**src/rtl/pc_pkg.sv**
```systemverilog
// Shared types and helpers for the instruction fetch PC controller.
package pc_pkg;

  typedef enum logic [1:0] {
    BOOT  = 2'd0,
    FETCH = 2'd1,
    HOLD  = 2'd2,
    TRAP  = 2'd3
  } pc_state_t;

  localparam int PC_STEP = 4;

  // Sign-extend the low 'width' bits of val to 64 bits; callers truncate to their own width.
  function automatic logic [63:0] sext(input logic [63:0] val, input int width);
    return 64'($signed(val << (64 - width)) >>> (64 - width));
  endfunction

endpackage

```
**src/rtl/pc_target_calc.sv**
```systemverilog
// Combinational redirect target: PC-relative branch or register-based jump (bit0 cleared),
// plus the misalignment flag on target bit1.
module pc_target_calc
  import pc_pkg::*;
#(
  parameter int ADDR_W   = 10,
  parameter int OFFSET_W = 20
) (
  input  logic [ADDR_W-1:0]   pc,
  input  logic [OFFSET_W-1:0] offset,
  input  logic [ADDR_W-1:0]   jump_base,
  input  logic                jump,
  output logic [ADDR_W-1:0]   target,
  output logic                misalign
);

  logic [ADDR_W-1:0] off_ext;
  logic [ADDR_W-1:0] br_target;
  logic [ADDR_W-1:0] jmp_sum;

  assign off_ext   = ADDR_W'(sext(64'(offset), OFFSET_W));
  assign br_target = pc + off_ext;
  assign jmp_sum   = jump_base + off_ext;
  // jump wins over branch when both are asserted
  assign target    = jump ? {jmp_sum[ADDR_W-1:1], 1'b0} : br_target;
  assign misalign  = target[1];

endmodule

```
**src/rtl/pc_fetch_ctrl.sv**
```systemverilog
// Fetch-address generator with req/ack handshake, redirects, stall and misalignment trap.
// Build option: PC_TRAP_VEC_EN vectors misaligned redirects to TRAP_ADDR instead of halting.
//
// state | meaning
// BOOT  | first cycle after reset release, no request
// FETCH | request outstanding at pc_out, advance on ack
// HOLD  | stalled, request dropped, redirects still taken
// TRAP  | misaligned redirect seen, frozen until reset
module pc_fetch_ctrl
  import pc_pkg::*;
#(
  parameter int ADDR_W     = 10,
  parameter int OFFSET_W   = 20,
  parameter int RESET_ADDR = 0,
  parameter int TRAP_ADDR  = 16
) (
  input  logic                clk,
  input  logic                reset,
  input  logic                stall,
  input  logic                branch,
  input  logic                jump,
  input  logic [OFFSET_W-1:0] offset,
  input  logic [ADDR_W-1:0]   jump_base,
  input  logic                imem_ack,
  output logic [ADDR_W-1:0]   pc_out,
  output logic                imem_req,
  output logic [ADDR_W-1:0]   imem_addr,
  output logic                instr_valid,
  output logic                flush,
  output logic                misalign_err
);

  if ((RESET_ADDR % 4) != 0 || (TRAP_ADDR % 4) != 0) begin : g_align_check
    $error("pc_fetch_ctrl: RESET_ADDR and TRAP_ADDR must be 4-byte aligned");
  end

  pc_state_t         state;
  logic [ADDR_W-1:0] target;
  logic              misalign;
  logic              redirect;
  logic              stay_hold;

  pc_target_calc #(.ADDR_W(ADDR_W), .OFFSET_W(OFFSET_W)) u_target (
    .pc        (pc_out),
    .offset    (offset),
    .jump_base (jump_base),
    .jump      (jump),
    .target    (target),
    .misalign  (misalign)
  );

  assign redirect  = branch | jump;
  assign stay_hold = (state == HOLD) && stall;
  assign imem_addr = pc_out;

  always_ff @(posedge clk or negedge reset) begin
    if (!reset) begin
      state        <= BOOT;
      pc_out       <= ADDR_W'(RESET_ADDR);
      imem_req     <= 1'b0;
      instr_valid  <= 1'b0;
      flush        <= 1'b0;
      misalign_err <= 1'b0;
    end else begin
      instr_valid  <= 1'b0;
      flush        <= 1'b0;
      misalign_err <= 1'b0;
      case (state)
        BOOT: begin
          state    <= FETCH;
          imem_req <= 1'b1;
        end
        FETCH, HOLD: begin
          if (redirect) begin
            if (misalign) begin
              misalign_err <= 1'b1;
`ifdef PC_TRAP_VEC_EN
              pc_out   <= ADDR_W'(TRAP_ADDR);
              flush    <= 1'b1;
              state    <= stay_hold ? HOLD : FETCH;
              imem_req <= !stay_hold;
`else
              state    <= TRAP;
              imem_req <= 1'b0;
`endif
            end else begin
              // any ack arriving with the redirect belongs to the discarded path
              pc_out   <= target;
              flush    <= 1'b1;
              state    <= stay_hold ? HOLD : FETCH;
              imem_req <= !stay_hold;
            end
          end else if (stall) begin
            instr_valid <= (state == FETCH) && imem_ack;
            state       <= HOLD;
            imem_req    <= 1'b0;
          end else if (state == HOLD) begin
            state    <= FETCH;
            imem_req <= 1'b1;
          end else if (imem_ack) begin
            instr_valid <= 1'b1;
            pc_out      <= pc_out + ADDR_W'(PC_STEP);
          end
        end
        default: begin
          imem_req <= 1'b0;
        end
      endcase
    end
  end

endmodule

```
**config.mk**
```make
export PLATFORM = sky130hd
export DESIGN_NAME = pc_fetch_ctrl
export DESIGN_NICKNAME = d
export VERILOG_FILES = /design/src/rtl/pc_pkg.sv /design/src/rtl/pc_target_calc.sv /design/src/rtl/pc_fetch_ctrl.sv
export SDC_FILE = /design/constraint.sdc
export NUM_CORES = 1
export LEC_CHECK = 0
export ABC_AREA = 1
export CORE_AREA = 2 2 77 79
export CTS_BUF_LIST = sky130_fd_sc_hd__clkbuf_2 sky130_fd_sc_hd__clkbuf_4 sky130_fd_sc_hd__clkbuf_8
export DETAILED_ROUTE_END_ITERATION = 8
export DIE_AREA = 0 0 79 81
export PLACE_DENSITY = 0.73
export SLEW_MARGIN = 25
export SYNTH_ARGS = -nofsm -noshare
export SYNTH_HDL_FRONTEND = slang
export SYNTH_SLANG_ARGS = --single-unit
export TNS_END_PERCENT = 1
```
**constraint.sdc**
```tcl
create_clock -name clk -period 4.2 [get_ports clk]
set_clock_uncertainty 0.2 [all_clocks]
set_input_delay 0.84 -clock clk [delete_from_list [all_inputs] [get_ports clk]]
set_output_delay 0.84 -clock clk [all_outputs]
set_load 0.02 [all_outputs]
```
* Word-level counts from Yosys, hierarchy flattened
Index checks and enable logic that the tools add are counted.
** Word-level totals
- Register bits :: 16
- Input port bits :: 36
- Logic and storage cells :: 53
** Operators by class
- Add/sub/neg operators :: 3
- Equality and inequality tests :: 6
- Muxes and demuxes :: 28
- Bitwise gates (word level) :: 1
- Reductions and logical operators :: 9
** Operators with widths (number)
- $mux 10 :: 6
- $add 10x10->10 :: 2
- $mux 1 :: 15
- $add 10x3->10 const B :: 1
- $mux 2 :: 5
- $reduce_and 5->1 :: 1
- $ne 2x2->1 const B :: 2
- $ne 4x4->1 const B :: 1
- $pmux 2 s2 :: 1
- $reduce_bool 2->1 :: 2
- $eq 2x1->1 const B :: 1
- $eq 2x2->1 const B :: 1
- $logic_and 1x1->1 :: 2
- $logic_not 2->1 :: 1
- $ne 2x1->1 const B :: 1
- $pmux 1 s2 :: 1
- $reduce_and 2->1 :: 1
- $reduce_or 2->1 :: 1
- $logic_not 1->1 :: 1
- $or 1x1->1 :: 1

* Logic depth before layout (Yosys ltp)
Gate-level depths: netlist of run 1.
- Depth in word-level cells :: 6
- Depth in mapped cells :: 12
- Depth with buffers taken out :: 12

* Modules after synthesis
A second synthesis of run 1 with hierarchy kept.
** Second synthesis, totals
- Cells, all modules :: 327
- Area, all modules :: 2062.0 µm²
** Modules (own cells, without submodules)
- pc_fetch_ctrl :: times used 1, cells each 151, area each 1084.8 µm², sequential area each 400.4 µm²
- pc_target_calc :: times used 1, cells each 176, area each 977.2 µm², sequential area each 0.0 µm²

* Worst setup path before layout of run 1
No wires, ideal clock.
- Kind :: input port to flip-flop
- Start point :: in offset[0]
- End point :: reg pc_out[2] (netlist: imem_addr[2])
- Library setup time :: 0.121 ns
- Arrival time :: 2.152 ns
- Required time :: 3.879 ns
- Slack :: 1.727 ns
- Stages :: 7
- Path buffers :: 1
- Path through :: nand2_1 > inv_1 > fa_1 > o211ai_4 > nand3_4 > buf_6 > a22o_1
** Between the ends
- Cells in the longest elaborated chain, start to end :: 4
- Elaborated cells between the ends (all ways) :: 7
** Ends and longest elaborated chain
- from (decl) :: RTL line pc_fetch_ctrl.sv:22 : input logic [OFFSET_W-1:0] offset,
- $add 10x10->10, on equally long branches :: RTL line pc_target_calc.sv:22, pc_target_calc.sv:23
- $mux 10 (*) :: RTL line pc_target_calc.sv:25 : assign target = jump ? {jmp_sum[ADDR_W-1:1], 1'b0} : br_target;
- $ne 2x2->1 (no source line) or $mux 10 (tied branches)
- $reduce_and 5->1 (no source line) or $mux 10 (tied branches)
- to (signal assigned) :: RTL line pc_fetch_ctrl.sv:59 : pc_out <= ADDR_W'(RESET_ADDR);
- to (signal assigned) :: RTL line pc_fetch_ctrl.sv:88 : pc_out <= target;
- to (signal assigned) :: RTL line pc_fetch_ctrl.sv:102 : pc_out <= pc_out + ADDR_W'(PC_STEP);
- to (decl) :: RTL line pc_fetch_ctrl.sv:25 : output logic [ADDR_W-1:0] pc_out,
Every way passes the cells marked *; elsewhere a longest branch is shown, timed or not. The select of a mux whose other input is x is not followed.
A chain may end at the register's enable or synchronous reset.

* Final worst setup path of run 1
- Start point :: in jump
- End point :: reg pc_out[7] (netlist: imem_addr[7])
** Between the ends
- Cells in the longest elaborated chain, start to end :: 3
- Elaborated cells between the ends (all ways) :: 9
** Ends and longest elaborated chain
- from (decl) :: RTL line pc_fetch_ctrl.sv:21 : input logic jump,
- $or 1x1->1 or $mux 10 (tied branches) :: RTL line pc_fetch_ctrl.sv:52, pc_target_calc.sv:25
- $ne 2x2->1 (no source line), or another cell as far along
- $reduce_and 5->1 (no source line) or $mux 10 (tied branches)
Several ways; a longest one is shown, not always the timed one. The select of a mux whose other input is x is not followed.

==> results of run 1 <==
worst max-delay path: stages:
cell and delay (ps):
clkdlybuf4s50_1 750, nor2_1 90, buf_4 190, inv_1 340
o211ai_4 180, nand3_4 180, inv_2 90, or2_1 200
a21boi_1 120
sequential cells by signal, indices dropped and copies added (netlist names):
name,flops
misalign_err,1
imem_req,1
imem_addr,9
instr_valid,1
state,2
flush,1
power by group:
group	switching (W)	internal, W	total (W)
registers	0.0000911	0.000204	0.000295
logic	0.000499	0.000396	0.000895
clock network	0.0000519	0.0000736	0.000125
through the flow:
| stage | setup slack, ps | cell area [µm²] | total power [W] | utilization (%) |
|---|---|---|---|---|
| final | 1120 | 2410 | 0.00132 | 42.5 |
| after global routing | 991 | 2410 | 0.00145 | 42.5 |
| after CTS | 1130 | 2410 | 0.00133 | 42.5 |
| after detailed placement | 862 | 2360 | 0.00119 | 41.7 |
| after global placement | 906 | 2360 | 0.00117 | 41.7 |
| after floorplan | 1730 | 1910 | 0.000929 | - |
placed cells by master (no fill, tap or decap), types with 3 or more instances in the layout:
| cell | instances |
|---|---|
| nand2_1 | 85 |
| clkdlybuf4s50_1 | 47 |
| inv_1 | 34 |
| nand3_1 | 31 |
| nor2_1 | 25 |
| ha_1 | 22 |
| a21oi_1 | 16 |
| dfrtp_1 | 15 |
| o21ai_0 | 12 |
| xor2_1 | 6 |
| nand3b_1 | 4 |
| nand4_1 | 3 |
| clkbuf_8 | 3 |
layer usage:
metal,track usage (%),vias up
met1,19.5,857
met4,1.55,0
met3,2.89,2
li1,-,1010
met5,0,-
met2,26.0,51
cells in the mapped netlist (3+ instances only):
master | count | area (µm²)
nand3b_1 | 4 | 30.0
nand4_1 | 3 | 18.8
dfrtp_1 | 15 | 375
buf_4 | 11 | 82.6
inv_1 | 34 | 128
o21ai_0 | 12 | 60.1
ha_1 | 22 | 275
nand3_1 | 31 | 155
nor2_1 | 25 | 93.8
a21oi_1 | 16 | 80.1
nand2_1 | 85 | 319
xor2_1 | 6 | 52.6
kinds of logic (layout without fill, tap and decap cells):
group	count (synthesis)	count (layout)
DFF	15	15
and+or+nand+nor	152	152
AOI/OAI and AO/OA	41	41
other	1	2
buffers and inverters	50	87
adders and majority gates	23	23
xor gates and xnor gates	8	8
final cells by class:
class	instances	area [µm²]
clock buffer	4	48.8
fill	614	3260
inverter	35	131
multi-input combinational	226	1290
sequential	15	375
tap	75	93.8
timing repair buffer	48	478
worst paths after layout:
path / start / end / slack, ps / depth (start not counted)
worst max-delay path: jump / imem_addr[7]$_DFFE_PN0P_ / 1120 / 9
worst min-delay path: imem_req$_DFFE_PN0N_ / imem_req$_DFFE_PN0N_ / 310 / 2
worst max register to register: imem_addr[0]$_DFFE_PN0P_ / imem_addr[7]$_DFFE_PN0P_ / 2000 / 8
worst min register to register: imem_req$_DFFE_PN0N_ / imem_req$_DFFE_PN0N_ / 310 / 2
max in group asynchronous: reset / state[0]$_DFFE_PN0P_ / 2490 / 1
min in group asynchronous: reset / imem_addr[3]$_DFFE_PN0P_ / 840 / 1
==> metrics.md, run 1 <==
| Metric | Value |
|---|---|
| Worst slew pin tran | 750 ps |
| Post-DRT Antenna Nets | 0 |
| Root buffer cell | clkbuf_8 |
| Max-slew violations | 0 |
| Initial core utilization | 33.5% |
| Initial antenna violation count | 0 |
| Post-Synthesis Cells | 290 |
| Commonest register cell after synthesis | dfrtp_1 |
| Max Fclk | 0.325 GHz |
| DRT iter0 DRCs | 90 |
| Port-buffer cells | 47 |
| Vias in the first global route | 1,711 |
| Crit. End Element | register |
| Hold crit path type | reg2reg |
| Diode count | 0 |
| CP Launch Type | input pin |
| Relative slew slack | 49.9% |
| # H-tree levels | 1 |
| Total grt overflow | 0 |
| Via/cell ratio | 4.76 |
| Die Wd | 79 µm |
| Peak supply drop | 0.000261 V |
| Unrepaired setup endpoints after global routing | no |
| Avg Inst Size Synth | 6.56 µm² |
| Met3 WL | 238 µm |
| Rows | 28 |
| Global-route wire length before repair | 7.71 mm |
| Die ar. | 6400 µm² |
| Final Net Count | 388 |
| Fin Hold WS | 307 ps |
| Inst Count DP | 399 |
| CTS buffer count | 3 |
| Post-CTS setup buffers | 0 |
| Required @ worst endpoint | 4130 ps |
| Area growth, synth to finish | 26.8% |
| Status | completed |
| Final Hold Fails | 0 |
| Metal-1 WL | 2.18 mm |
| Hpwl dp | 3.67 mm |
| Post-Synth Simple-Gate Area | 34.4% |
| CTS Hold Bufs | 0 |
| Final setup viols | 0 |
| CTS tree | done |
| Fin crit share | 73.3% |
| Cell variety after synth | 34 |
| CP max FO | 13 |
| Leakage | 1.23 nW |
| Max cap viols | 0 |
| Post-synth EDFFs | 0 |
| Uppermost layer routed | met4 |
| Share of cells above drive strength 1 | 3.96% |
| PwrDens | 545 nW/µm² |
| Critical path class | in2reg |
| Worst EP arrival | 3010 ps |
| Post-synthesis mux area share | 0% |
| Synth warn | 0 |
| DRC | 0 |
| Post-Route WL | 4.68 mm |
| Clock buffer depth | 2 |
| Ports | 60 |
| Total GRT Usage | 14.8% |
| Clock sink count | 15 |
| #FFs+latches synth | 15 |
| Routability Congestion | 0.842 |
| DR WL/cell | 11.6 µm |
| Fin Setup TNS | 0 ps |
| Synth Area in Adders | 15.5% |
| Seq/Total Area, Yosys | 19.7% |
| Clk_lat worst skew | 250 ps |
| DRT Pass-1 Iters | 5 |
| Main combinational cell family by area after synthesis | simple AND/OR/NAND/NOR gates |
| Vias | 1,920 |
| Met2 wire length | 2.25 mm |
| PostCTS Resize Cnt | 0 |
| Fraction of registers with async set/reset | 100% |
| Mapped cell area | 1900 µm² |
| Die H | 81 µm |
| Core footprint | 5680 µm² |
| Clock period minus worst slack | 3080 ps |
| Post-synthesis xor/xnor area fraction | 3.68% |
| Fin cells | 403 |
| CTS clk-pin slew, worst paths | 70 ps |
| Post-synthesis compound-gate area fraction | 13.6% |
| Largest net degree at the start of global routing | 16 |
Note: power is estimated with default switching activity, not from simulation.
==> run 2, diff against run 1 <==
--- a/config.mk
+++ b/config.mk
@@ -10,7 +10,7 @@
 export CTS_BUF_LIST = sky130_fd_sc_hd__clkbuf_2 sky130_fd_sc_hd__clkbuf_4 sky130_fd_sc_hd__clkbuf_8
 export DETAILED_ROUTE_END_ITERATION = 8
 export DIE_AREA = 0 0 79 81
-export PLACE_DENSITY = 0.73
+export PLACE_DENSITY = 0.75
 export SLEW_MARGIN = 25
 export SYNTH_ARGS = -nofsm -noshare
 export SYNTH_HDL_FRONTEND = slang
==> constraint.sdc (replaced) <==
create_clock -name clk -period 2.5 [get_ports clk]
set_clock_uncertainty 0.2 [all_clocks]
set_input_delay 0.5 -clock clk [delete_from_list [all_inputs] [get_ports clk]]
set_output_delay 0.5 -clock clk [all_outputs]
set_load 0.02 [all_outputs]
==> run 2 against run 1 <==
  * Hold slack better by 1.8 ps
  * Sequential share of layout area shrank 0.87 points
  * Wire length decreased by 0.92%
  * Global-route usage grew 0.051 points
  * Clock-buffer cell count decreased by 1
  * Critical path type unchanged
  * Critical endpoint unchanged
==> metrics.md, run 2 (synthesized netlist as in run 1, its figures left out) <==
| Metric | Value |
|---|---|
| DR WL/cell | 11.0 µm (-5.2%) |
| Ports | 60 (unchanged) |
| Worst Hold End | imem_req$_DFFE_PN0N_ |
| Critical path buffer and inverter count | 3 (-1) |
| Critical path class | in2reg |
| CP Launch Type | input pin |
| Port-buffer cells | 47 (unchanged) |
| Relative slew slack | 52.8% (+2.9 points) |
| Fin Setup TNS | 0 ps (unchanged) |
| Clock period minus worst slack | 2350 ps |
| CTS buffer count | 3 (unchanged) |
| Die Wd | 79 µm (unchanged) |
| Hpwl dp | 3.75 mm (+2.2%) |
| Share of cells above drive strength 1 | 9.25% (+5.3 points) |
| Max cap viols | 0 (unchanged) |
| Most common cell after layout, fill and taps aside | nand2_1 |
| Final Net Count | 406 (+4.6%) |
| RR Endpoint | imem_addr[7]$_DFFE_PN0P_ |
| Clock sink count | 15 (unchanged) |
| Leakage | 1.32 nW (+7.6%) |
| Worst EP arrival | 2320 ps (-690 ps) |
| Die H | 81 µm (unchanged) |
| Peak supply drop | 0.000414 V (+59%) |
| Total GRT Usage | 14.8% (+0.051 points) |
| Worst slew pin tran | 706 ps (-44.0 ps) |
| Global-route wire length before repair | 7.78 mm (+0.99%) |
| Final setup viols | 0 (unchanged) |
| HP Start | imem_req$_DFFE_PN0N_ |
| Initial antenna violation count | 0 (unchanged) |
| DRC | 0 (unchanged) |
| CTS clk-pin slew, worst paths | 60 ps (about the same) |
| Crit Reg-Reg Startpoint | imem_addr[0]$_DFFE_PN0P_ |
| Multi-input logic area | 1300 µm² (+0.97%) |
| Fin cells | 421 (+4.5%) |
| Largest net degree at the start of global routing | 16 (unchanged) |
| Max-slew violations | 0 (unchanged) |
| Routability Congestion | 0.899 (+6.8%) |
| Max FFs per register | 9 (unchanged) |
| CTS tree | done |
| Fin crit share | 94.0% |
| Hold Crit Depth | 2 (unchanged) |
| Total grt overflow | 0 (unchanged) |
| Post-CTS setup buffers | 0 (unchanged) |
| Clock buffer depth | 2 (unchanged) |
| Required @ worst endpoint | 2470 ps (-1660 ps) |
| Max Fclk | 0.426 GHz |
| Post-Route WL | 4.64 mm (-0.92%) |
| Total power draw | 0.00228 W (+73%) |
| CTS Hold Bufs | 0 (unchanged) |
| DRT Pass-1 Iters | 4 (-1) |
| DRT iter0 DRCs | 111 (+23%) |
| Slowest-stage cell, CP | fa_2 |
| Commonest non-fill, non-tap cells in the layout | nand2_1, clkdlybuf4s50_1, inv_1 |
| # H-tree levels | 1 (unchanged) |
| PostCTS Resize Cnt | 0 (unchanged) |
| Root buffer cell | clkbuf_8 |
| CP max FO | 6 (-7) |
| Vias in the first global route | 1,829 (+6.9%) |
| Initial core utilization | 33.5% (unchanged) |
| Crit. End Element | register |
| Crit-path max cell delay | 470 ps (-280 ps) |
| PwrDens | 891 nW/µm² (+63%) |
| Unrepaired setup endpoints after global routing | no |
| Hold crit path type | reg2reg |
| FF/Latch Area | 375 µm² (unchanged) |
| Crit-path cells | clkdlybuf4s50_1 > nand2_1 > inv_1 > fa_2 > o211ai_4 > nand3_4 > inv_4 > or2_1 > a21boi_1 |
| Status | completed |
| Inst Count DP | 416 (+4.3%) |
| Core footprint | 5680 µm² (unchanged) |
| Vias | 2,006 (+4.5%) |
| Area growth, synth to finish | 34.3% |
| Post-DRT Antenna Nets | 0 (unchanged) |
| Die ar. | 6400 µm² (unchanged) |
| Clk_lat worst skew | 240 ps (about the same) |
| CP top delay family | buffers and inverters |
| Reg2reg path depth | 8 (unchanged) |
| Rows | 28 (unchanged) |
| Diode count | 0 (unchanged) |
| Final Hold Fails | 0 (unchanged) |
| R2R setup slack | 470 ps (-1530 ps) |
| Via/cell ratio | 4.76 (about the same) |
| Layout fillers | 593 (-3.4%) |
-- run 2: worst register-to-register path, cell delays in order (launching register included) --
cell,delay [ps]
dfrtp_1,420
ha_1,210
ha_1,270
or2_4,260
o211ai_4,110
nand3_4,150
inv_4,110
or2_1,90
a21boi_1,140
-- run 2: metal layers --
metal	share of wire (%)	up-vias	track usage [%]
li1	-	1049	-
met1	46	896	19.0
met2	48	59	26.9
met3	6.0	2	2.78
met4	0.30	0	1.72
met5	0	-	0
-- run 2: power by group --
group	total [W]	internal [W]	leakage (nW)	switching [W]
Clock	0.000194	0.000110	0.0255	0.0000842
Sequential	0.000497	0.000343	0.180	0.000154
Combinational	0.00159	0.000730	1.12	0.000856
-- run 2: worst max-delay path by stage --
stage / slack [ps] / endpoint / cells after the start / start
6_report: 150 / imem_addr[7]$_DFFE_PN0P_ / 9 / jump_base[0]
2_1_floorplan: 370 / imem_addr[2]$_DFFE_PN0P_ / 7 / offset[0]
3_3_place_gp: -200 / imem_addr[7]$_DFFE_PN0P_ / 9 / offset[0]
4_1_cts: 10 / imem_addr[3]$_DFFE_PN0P_ / 9 / offset[0]
3_5_place_dp: -240 / imem_addr[3]$_DFFE_PN0P_ / 9 / offset[0]
5_1_grt: 40 / imem_addr[5]$_DFFE_PN0P_ / 11 / offset[1]
-- run 2: stage by stage --
stage | utilization (%) | hold WS [ps] | setup slack, ps | cell area (µm²)
after global routing | 45.0 | 346 | 41.9 | 2560
after CTS | 44.7 | 319 | 10.7 | 2540
after global placement | 43.9 | 298 | -203 | 2490
after detailed placement | 43.9 | 304 | -240 | 2490
final | 45.0 | 308 | 151 | 2560
after floorplan | - | 4.41 | 367 | 1910
-- run 2: final cells by class --
class | count | area share, %
timing repair buffer | 65 | 23.8
inverter | 35 | 5.24
tap | 75 | 3.67
clock buffer | 3 | 1.62
sequential | 15 | 14.7
multi-input combinational | 227 | 50.8
clock inverter | 1 | 0.196
